### src/rtl/alu_rs_scheduler_pkg.sv
// Shared definitions for the calc-class ALU reservation station:
// instruction type codes, width constants and the calc-type classifier.
package alu_rs_scheduler_pkg;

  localparam int unsigned INST_TYPE_WIDTH = 6;
  localparam int unsigned ROB_TAG_WIDTH   = 4;

  // Calc-class types occupy the contiguous range TY_LUI..TY_SRAI.
  typedef enum logic [INST_TYPE_WIDTH-1:0] {
    TY_NOP   = 6'd0,
    TY_LUI, TY_AUIPC,
    TY_ADD, TY_SUB, TY_SLL, TY_SLT, TY_SLTU, TY_XOR, TY_SRL, TY_SRA, TY_OR, TY_AND,
    TY_ADDI, TY_SLTI, TY_SLTIU, TY_XORI, TY_ORI, TY_ANDI, TY_SLLI, TY_SRLI, TY_SRAI,
    TY_JAL, TY_JALR,
    TY_BEQ, TY_BNE, TY_BLT, TY_BGE, TY_BLTU, TY_BGEU,
    TY_LB, TY_LH, TY_LW, TY_LBU, TY_LHU,
    TY_SB, TY_SH, TY_SW
  } inst_type_e;

  function automatic logic is_calc(input logic [INST_TYPE_WIDTH-1:0] t);
    return (t >= TY_LUI) && (t <= TY_SRAI);
  endfunction

endpackage

### src/rtl/alu_rs_scheduler_pick_lowest.sv
// Find-first-set: index of the lowest asserted request bit plus an any flag.
module alu_rs_scheduler_pick_lowest #(
  parameter int unsigned N = 8
) (
  input  logic [N-1:0]         i_req,
  output logic                 o_any,
  output logic [$clog2(N)-1:0] o_idx
);

  // Scan upward, latching the first set bit.
  always_comb begin
    logic w_found;
    w_found = 1'b0;
    o_idx   = '0;
    for (int unsigned i = 0; i < N; i++) begin
      if (i_req[i] && !w_found) begin
        w_found = 1'b1;
        o_idx   = $clog2(N)'(i);
      end
    end
    o_any = |i_req;
  end

endmodule

### src/rtl/alu_rs_scheduler.sv
// Reservation station and one-per-cycle issue scheduler for the shared calc ALU.
module alu_rs_scheduler
  import alu_rs_scheduler_pkg::*;
#(
  parameter int unsigned RS_SIZE = 8,
  parameter int unsigned TYPE_W  = INST_TYPE_WIDTH,
  parameter int unsigned TAG_W   = ROB_TAG_WIDTH,
  parameter int unsigned DATA_W  = 32
) (
  input  logic              clk,
  input  logic              rst,
  input  logic              rdy,
  input  logic              flush,
  input  logic              in_valid,
  output logic              in_ready,
  input  logic [TYPE_W-1:0] in_type,
  input  logic [DATA_W-1:0] in_vj,
  input  logic [DATA_W-1:0] in_vk,
  input  logic [TAG_W-1:0]  in_qj,
  input  logic [TAG_W-1:0]  in_qk,
  input  logic              in_qj_busy,
  input  logic              in_qk_busy,
  input  logic [DATA_W-1:0] in_imm,
  input  logic [DATA_W-1:0] in_pc,
  input  logic [TAG_W-1:0]  in_tag,
  input  logic              cdb_valid,
  input  logic [TAG_W-1:0]  cdb_tag,
  input  logic [DATA_W-1:0] cdb_value,
  output logic              alu_valid,
  output logic [TYPE_W-1:0] alu_type,
  output logic [DATA_W-1:0] alu_vj,
  output logic [DATA_W-1:0] alu_vk,
  output logic [DATA_W-1:0] alu_imm,
  output logic [DATA_W-1:0] alu_pc,
  output logic [TAG_W-1:0]  alu_tag
);

  localparam int unsigned IDX_W = $clog2(RS_SIZE);
  localparam int unsigned CNT_W = IDX_W + 1;

  logic [RS_SIZE-1:0] r_valid;
  logic [RS_SIZE-1:0] r_qj_busy;
  logic [RS_SIZE-1:0] r_qk_busy;
  logic [TYPE_W-1:0]  r_type [RS_SIZE];
  logic [DATA_W-1:0]  r_vj   [RS_SIZE];
  logic [DATA_W-1:0]  r_vk   [RS_SIZE];
  logic [TAG_W-1:0]   r_qj   [RS_SIZE];
  logic [TAG_W-1:0]   r_qk   [RS_SIZE];
  logic [DATA_W-1:0]  r_imm  [RS_SIZE];
  logic [DATA_W-1:0]  r_pc   [RS_SIZE];
  logic [TAG_W-1:0]   r_tag  [RS_SIZE];
  logic [CNT_W-1:0]   r_count;

  logic [RS_SIZE-1:0] w_ready;
  logic               w_free_any;
  logic [IDX_W-1:0]   w_free_idx;
  logic               w_issue_any;
  logic [IDX_W-1:0]   w_issue_idx;
  logic               w_accept;
  logic               w_in_j_wake;
  logic               w_in_k_wake;

  // Entries eligible for issue: valid with both operands already captured.
  always_comb begin
    for (int unsigned i = 0; i < RS_SIZE; i++) begin
      w_ready[i] = r_valid[i] & ~r_qj_busy[i] & ~r_qk_busy[i];
    end
  end

  alu_rs_scheduler_pick_lowest #(.N(RS_SIZE)) u_alloc (
    .i_req (~r_valid),
    .o_any (w_free_any),
    .o_idx (w_free_idx)
  );

  alu_rs_scheduler_pick_lowest #(.N(RS_SIZE)) u_select (
    .i_req (w_ready),
    .o_any (w_issue_any),
    .o_idx (w_issue_idx)
  );

  assign in_ready    = (r_count < CNT_W'(RS_SIZE));
  assign w_accept    = in_valid & in_ready & w_free_any & is_calc(in_type);
  assign w_in_j_wake = in_qj_busy & cdb_valid & (cdb_tag == in_qj);
  assign w_in_k_wake = in_qk_busy & cdb_valid & (cdb_tag == in_qk);

  // Entry table, issue register and occupancy count; reset > freeze > flush > normal.
  // Issue frees a valid slot while allocation targets an invalid one, so they never collide.
  always_ff @(posedge clk) begin
    if (!rst) begin
      r_valid   <= '0;
      r_qj_busy <= '0;
      r_qk_busy <= '0;
      r_count   <= '0;
      alu_valid <= 1'b0;
      alu_type  <= '0;
      alu_vj    <= '0;
      alu_vk    <= '0;
      alu_imm   <= '0;
      alu_pc    <= '0;
      alu_tag   <= '0;
      for (int unsigned i = 0; i < RS_SIZE; i++) begin
        r_type[i] <= '0;
        r_vj[i]   <= '0;
        r_vk[i]   <= '0;
        r_qj[i]   <= '0;
        r_qk[i]   <= '0;
        r_imm[i]  <= '0;
        r_pc[i]   <= '0;
        r_tag[i]  <= '0;
      end
    end else if (rdy) begin
      if (flush) begin
        r_valid   <= '0;
        r_count   <= '0;
        alu_valid <= 1'b0;
      end else begin
        for (int unsigned i = 0; i < RS_SIZE; i++) begin
          if (r_valid[i] && cdb_valid) begin
            if (r_qj_busy[i] && (r_qj[i] == cdb_tag)) begin
              r_vj[i]      <= cdb_value;
              r_qj_busy[i] <= 1'b0;
            end
            if (r_qk_busy[i] && (r_qk[i] == cdb_tag)) begin
              r_vk[i]      <= cdb_value;
              r_qk_busy[i] <= 1'b0;
            end
          end
        end

        alu_valid <= w_issue_any;
        if (w_issue_any) begin
          alu_type             <= r_type[w_issue_idx];
          alu_vj               <= r_vj[w_issue_idx];
          alu_vk               <= r_vk[w_issue_idx];
          alu_imm              <= r_imm[w_issue_idx];
          alu_pc               <= r_pc[w_issue_idx];
          alu_tag              <= r_tag[w_issue_idx];
          r_valid[w_issue_idx] <= 1'b0;
        end

        if (w_accept) begin
          r_valid[w_free_idx]   <= 1'b1;
          r_type[w_free_idx]    <= in_type;
          r_vj[w_free_idx]      <= w_in_j_wake ? cdb_value : in_vj;
          r_vk[w_free_idx]      <= w_in_k_wake ? cdb_value : in_vk;
          r_qj[w_free_idx]      <= in_qj;
          r_qk[w_free_idx]      <= in_qk;
          r_qj_busy[w_free_idx] <= in_qj_busy & ~w_in_j_wake;
          r_qk_busy[w_free_idx] <= in_qk_busy & ~w_in_k_wake;
          r_imm[w_free_idx]     <= in_imm;
          r_pc[w_free_idx]      <= in_pc;
          r_tag[w_free_idx]     <= in_tag;
        end

        if (w_accept && !w_issue_any) begin
          r_count <= r_count + CNT_W'(1);
        end else if (!w_accept && w_issue_any) begin
          r_count <= r_count - CNT_W'(1);
        end
      end
    end
  end

endmodule

### config.mk
export PLATFORM = sky130hd
export DESIGN_NAME = alu_rs_scheduler
export DESIGN_NICKNAME = d
export VERILOG_FILES = /design/src/rtl/alu_rs_scheduler_pkg.sv /design/src/rtl/alu_rs_scheduler_pick_lowest.sv /design/src/rtl/alu_rs_scheduler.sv
export SDC_FILE = /design/constraint.sdc
export NUM_CORES = 2
export LEC_CHECK = 0
export CAP_MARGIN = 30
export CORE_UTILIZATION = 34
export CTS_CLUSTER_SIZE = 16
export DETAILED_ROUTE_END_ITERATION = 8
export GPL_TIMING_DRIVEN = 0
export SLEW_MARGIN = 0
export SYNTH_ARGS = -nofsm -noshare
export SYNTH_HDL_FRONTEND = slang
export SYNTH_SLANG_ARGS = --single-unit
export TNS_END_PERCENT = 1
### constraint.sdc
create_clock -name clk -period 6.1 [get_ports clk]
set_input_delay 1.22 -clock clk [delete_from_list [all_inputs] [get_ports clk]]
set_output_delay 1.22 -clock clk [all_outputs]
set_load 0.02 [all_outputs]
==> run metrics <==
synth top area cells=edfxtp_1 (57%), a22o_1 (5.5%), dfxtp_1 (5.5%); Yosys cell types=68; CP Cell Sequence=clkdlybuf4s50_1 > clkinv_1 > a221oi_4 > nand2_2 > nor2_4 > buf_2 > nand2_1 > nand2_4 > buf_16; overall power=20.4 mW; Worst Skew=47.8 ps; vias in the first global route=45917; Min-Delay Path Class=flip-flop to flip-flop; CP Data Arrival Time=5900 ps; mapped cell area=61100 sq um; slowest stage cell on the critical path=a221oi_4; worst slew pin tran=1190 ps; Post-Place Cell Area=67900 sq um; H-Tree Depth=4; post-synthesis sequential area ratio=62.9%; grt total ovfl=0; CP required=6580 ps; via count=48141; fmax=0.184 GHz; die area=181000 sq um; CORE AREA=178000 sq um; Setup Total Neg Slack=0 ps; Post-synth EDFFs=1168; cell taking the most area after synthesis=edfxtp_1; post-cts hold buffer count=0; std cell rows=155; DR vias/cell=6.20; PD cells=281 nW/um^2; outcome=finished, final reports clean; Placed Instances=7461; Setup Viol. Count Final=0; Die H=426 microns; Post CTS Setup Buffer Count=0; total detailed-routing wirelength=273000 microns; CP Capture Type=flip-flop; fin. max-slew vios=0; clk_lat worst skew=830 ps; Final ANT Viol Nets=0; Inserted Clock Buffers=145; area grow syn2layout=19.1%; # port buffers=229; largest net degree at the start of global routing=64; Max Cap Violations=0; Final Worst Setup Slack=676 ps; initial DRC count=7051; # clock sinks=1335; fin util=40.8%; synthesized netlist cell count=4775; initial antenna violation count=58; fin crit period=5420 ps; WL per Instance=35.1 microns; CP Launch Type=input pin; Slew Limit Headroom=20.0%; I/O pins=330; drt pass-1 iters=5; RePlAce Congestion=1.02; post-CTS sizing=0; Finished Cell Area=72700 sq um; drt drc=0; Yosys reg bits=1335; clk root buf=clkbuf_16; worst-path fanout max=42; GRT Total Usage=29.2%; Final nets=5453; fin crit share=88.9%; fillers=16829; Worst path max stage delay=840 ps; fraction of layout cells with a size suffix above 1=12.5%; Worst Setup Path Type=input pin to flip-flop; Longest Clk Path Bufs=3; Min Hold Slack=492 ps; ys async rst share=0%; top cell type's share of synthesized area=57.4%; Final Hold Viols=0; RSZ-0062 raised after global routing=false; leakage=27.0 nW; Cell Count, Final, Fillers Out=7770; synth warn=0; syn avg cell area=12.8 sq um; Reg2Reg Depth=8; Top FF cell, synth=edfxtp_1; Starting Density=34.2%; TritonCTS clock tree=built; HPWL after DPL=192000 microns; first-pass GRT wire length=368000 microns; Reg clk slew, reported paths=60 ps; Worst IR Drop VDD=0.321 mV; pre-CTS setup slack=35.9 ps; Worst Hold Depth=2; Chip Width=426 microns
## registers in the layout (all words and copies together), names as in the netlist
name,count
alu_valid,1
alu_tag,4
alu_type,6
r_imm,256
r_count,4
r_type,48
r_qj,32
alu_vj,32
alu_imm,32
r_valid,8
alu_vk,32
r_pc,256
alu_pc,32
r_qj_busy,8
r_tag,32
r_vj,256
r_qk,32
r_qk_busy,8
r_vk,256
## critical path, delay by kind of cell
kind                   cells  cell delay (ps)
AO/OA/AOI/OAI              1              840
buffers and inverters      4             1880
AND/OR/NAND/NOR            4             1860
## layer usage
metal | vias to the layer above | global-route usage [%] | wire length [microns]
met5 | - | 0.185 | 271
met4 | 40 | 19.9 | 20900
met3 | 839 | 9.37 | 32900
met2 | 3517 | 44.4 | 120000
met1 | 24075 | 35.3 | 98400
li1 | 19670 | - | -
## cells by family after synthesis
| group | synth area share [%] |
|---|---|
| compound gates | 17.2 |
| xor+xnor | 1.08 |
| fa+ha+maj | 0.0738 |
| buf+inv | 4.18 |
| flops | 62.9 |
| mux | 3.72 |
| other cells | 0.00614 |
| simple gates | 10.8 |
## layout make-up
type                    count  area [sq um]  share of cell area, %
diodes                     31          77.6                  0.107
plain buffers             582          2500                   3.44
clock buffers             209          4170                   5.73
clock inverters            62           518                  0.712
inverters                  14          72.6                 0.0998
multi-input cells        2851         20300                   27.9
flip-flops and latches   1335         38400                   52.8
well taps                2355          2950                   4.05
repair buffers            331          3730                   5.14
## placed cells by master (no fill, tap or decap), drive strengths merged, types with 21 or more instances in the layout
cell type / n
a21oi: 188
nand2: 290
dfxtp: 167
a32o: 128
o22ai: 112
clkbuf: 513
mux2: 120
a22o: 384
edfxtp: 1168
o21ai: 180
o221ai: 111
nor4: 21
nand3: 22
a311oi: 92
and2: 328
a31oi: 60
diode: 31
buf: 380
xor2: 59
clkdlybuf4s50: 229
mux2i: 92
nor2: 45
a22oi: 48
a221oi: 37
clkinv: 48
and3: 414
inv: 22
## synthesized netlist by cell type (all sizes together), types with 120 or more instances
master	number
a21oi	188
a22o	384
a32o	128
and2	328
and3	414
buf	278
clkbuf	304
dfxtp	167
edfxtp	1168
mux2	120
nand2	290
o21ai	180
## power breakdown
| part | total [mW] | leakage (nW) | internal, mW | switching (mW) |
|---|---|---|---|---|
| clock network | 8.90 | 2.31 | 4.99 | 3.91 |
| logic | 1.10 | 11.7 | 0.303 | 0.793 |
| registers | 10.4 | 13.0 | 10.3 | 0.114 |
## worst paths after layout
path | from | end | slack (ps)
max | in_type[0] | r_pc[0][2] | 680
min | r_qj_busy[5] | r_qj_busy[5] | 490
max reg2reg | r_count[3] | r_pc[0][2] | 1250
min reg2reg | r_qj_busy[5] | r_qj_busy[5] | 490
Note: power is estimated with default switching activity, not from simulation.
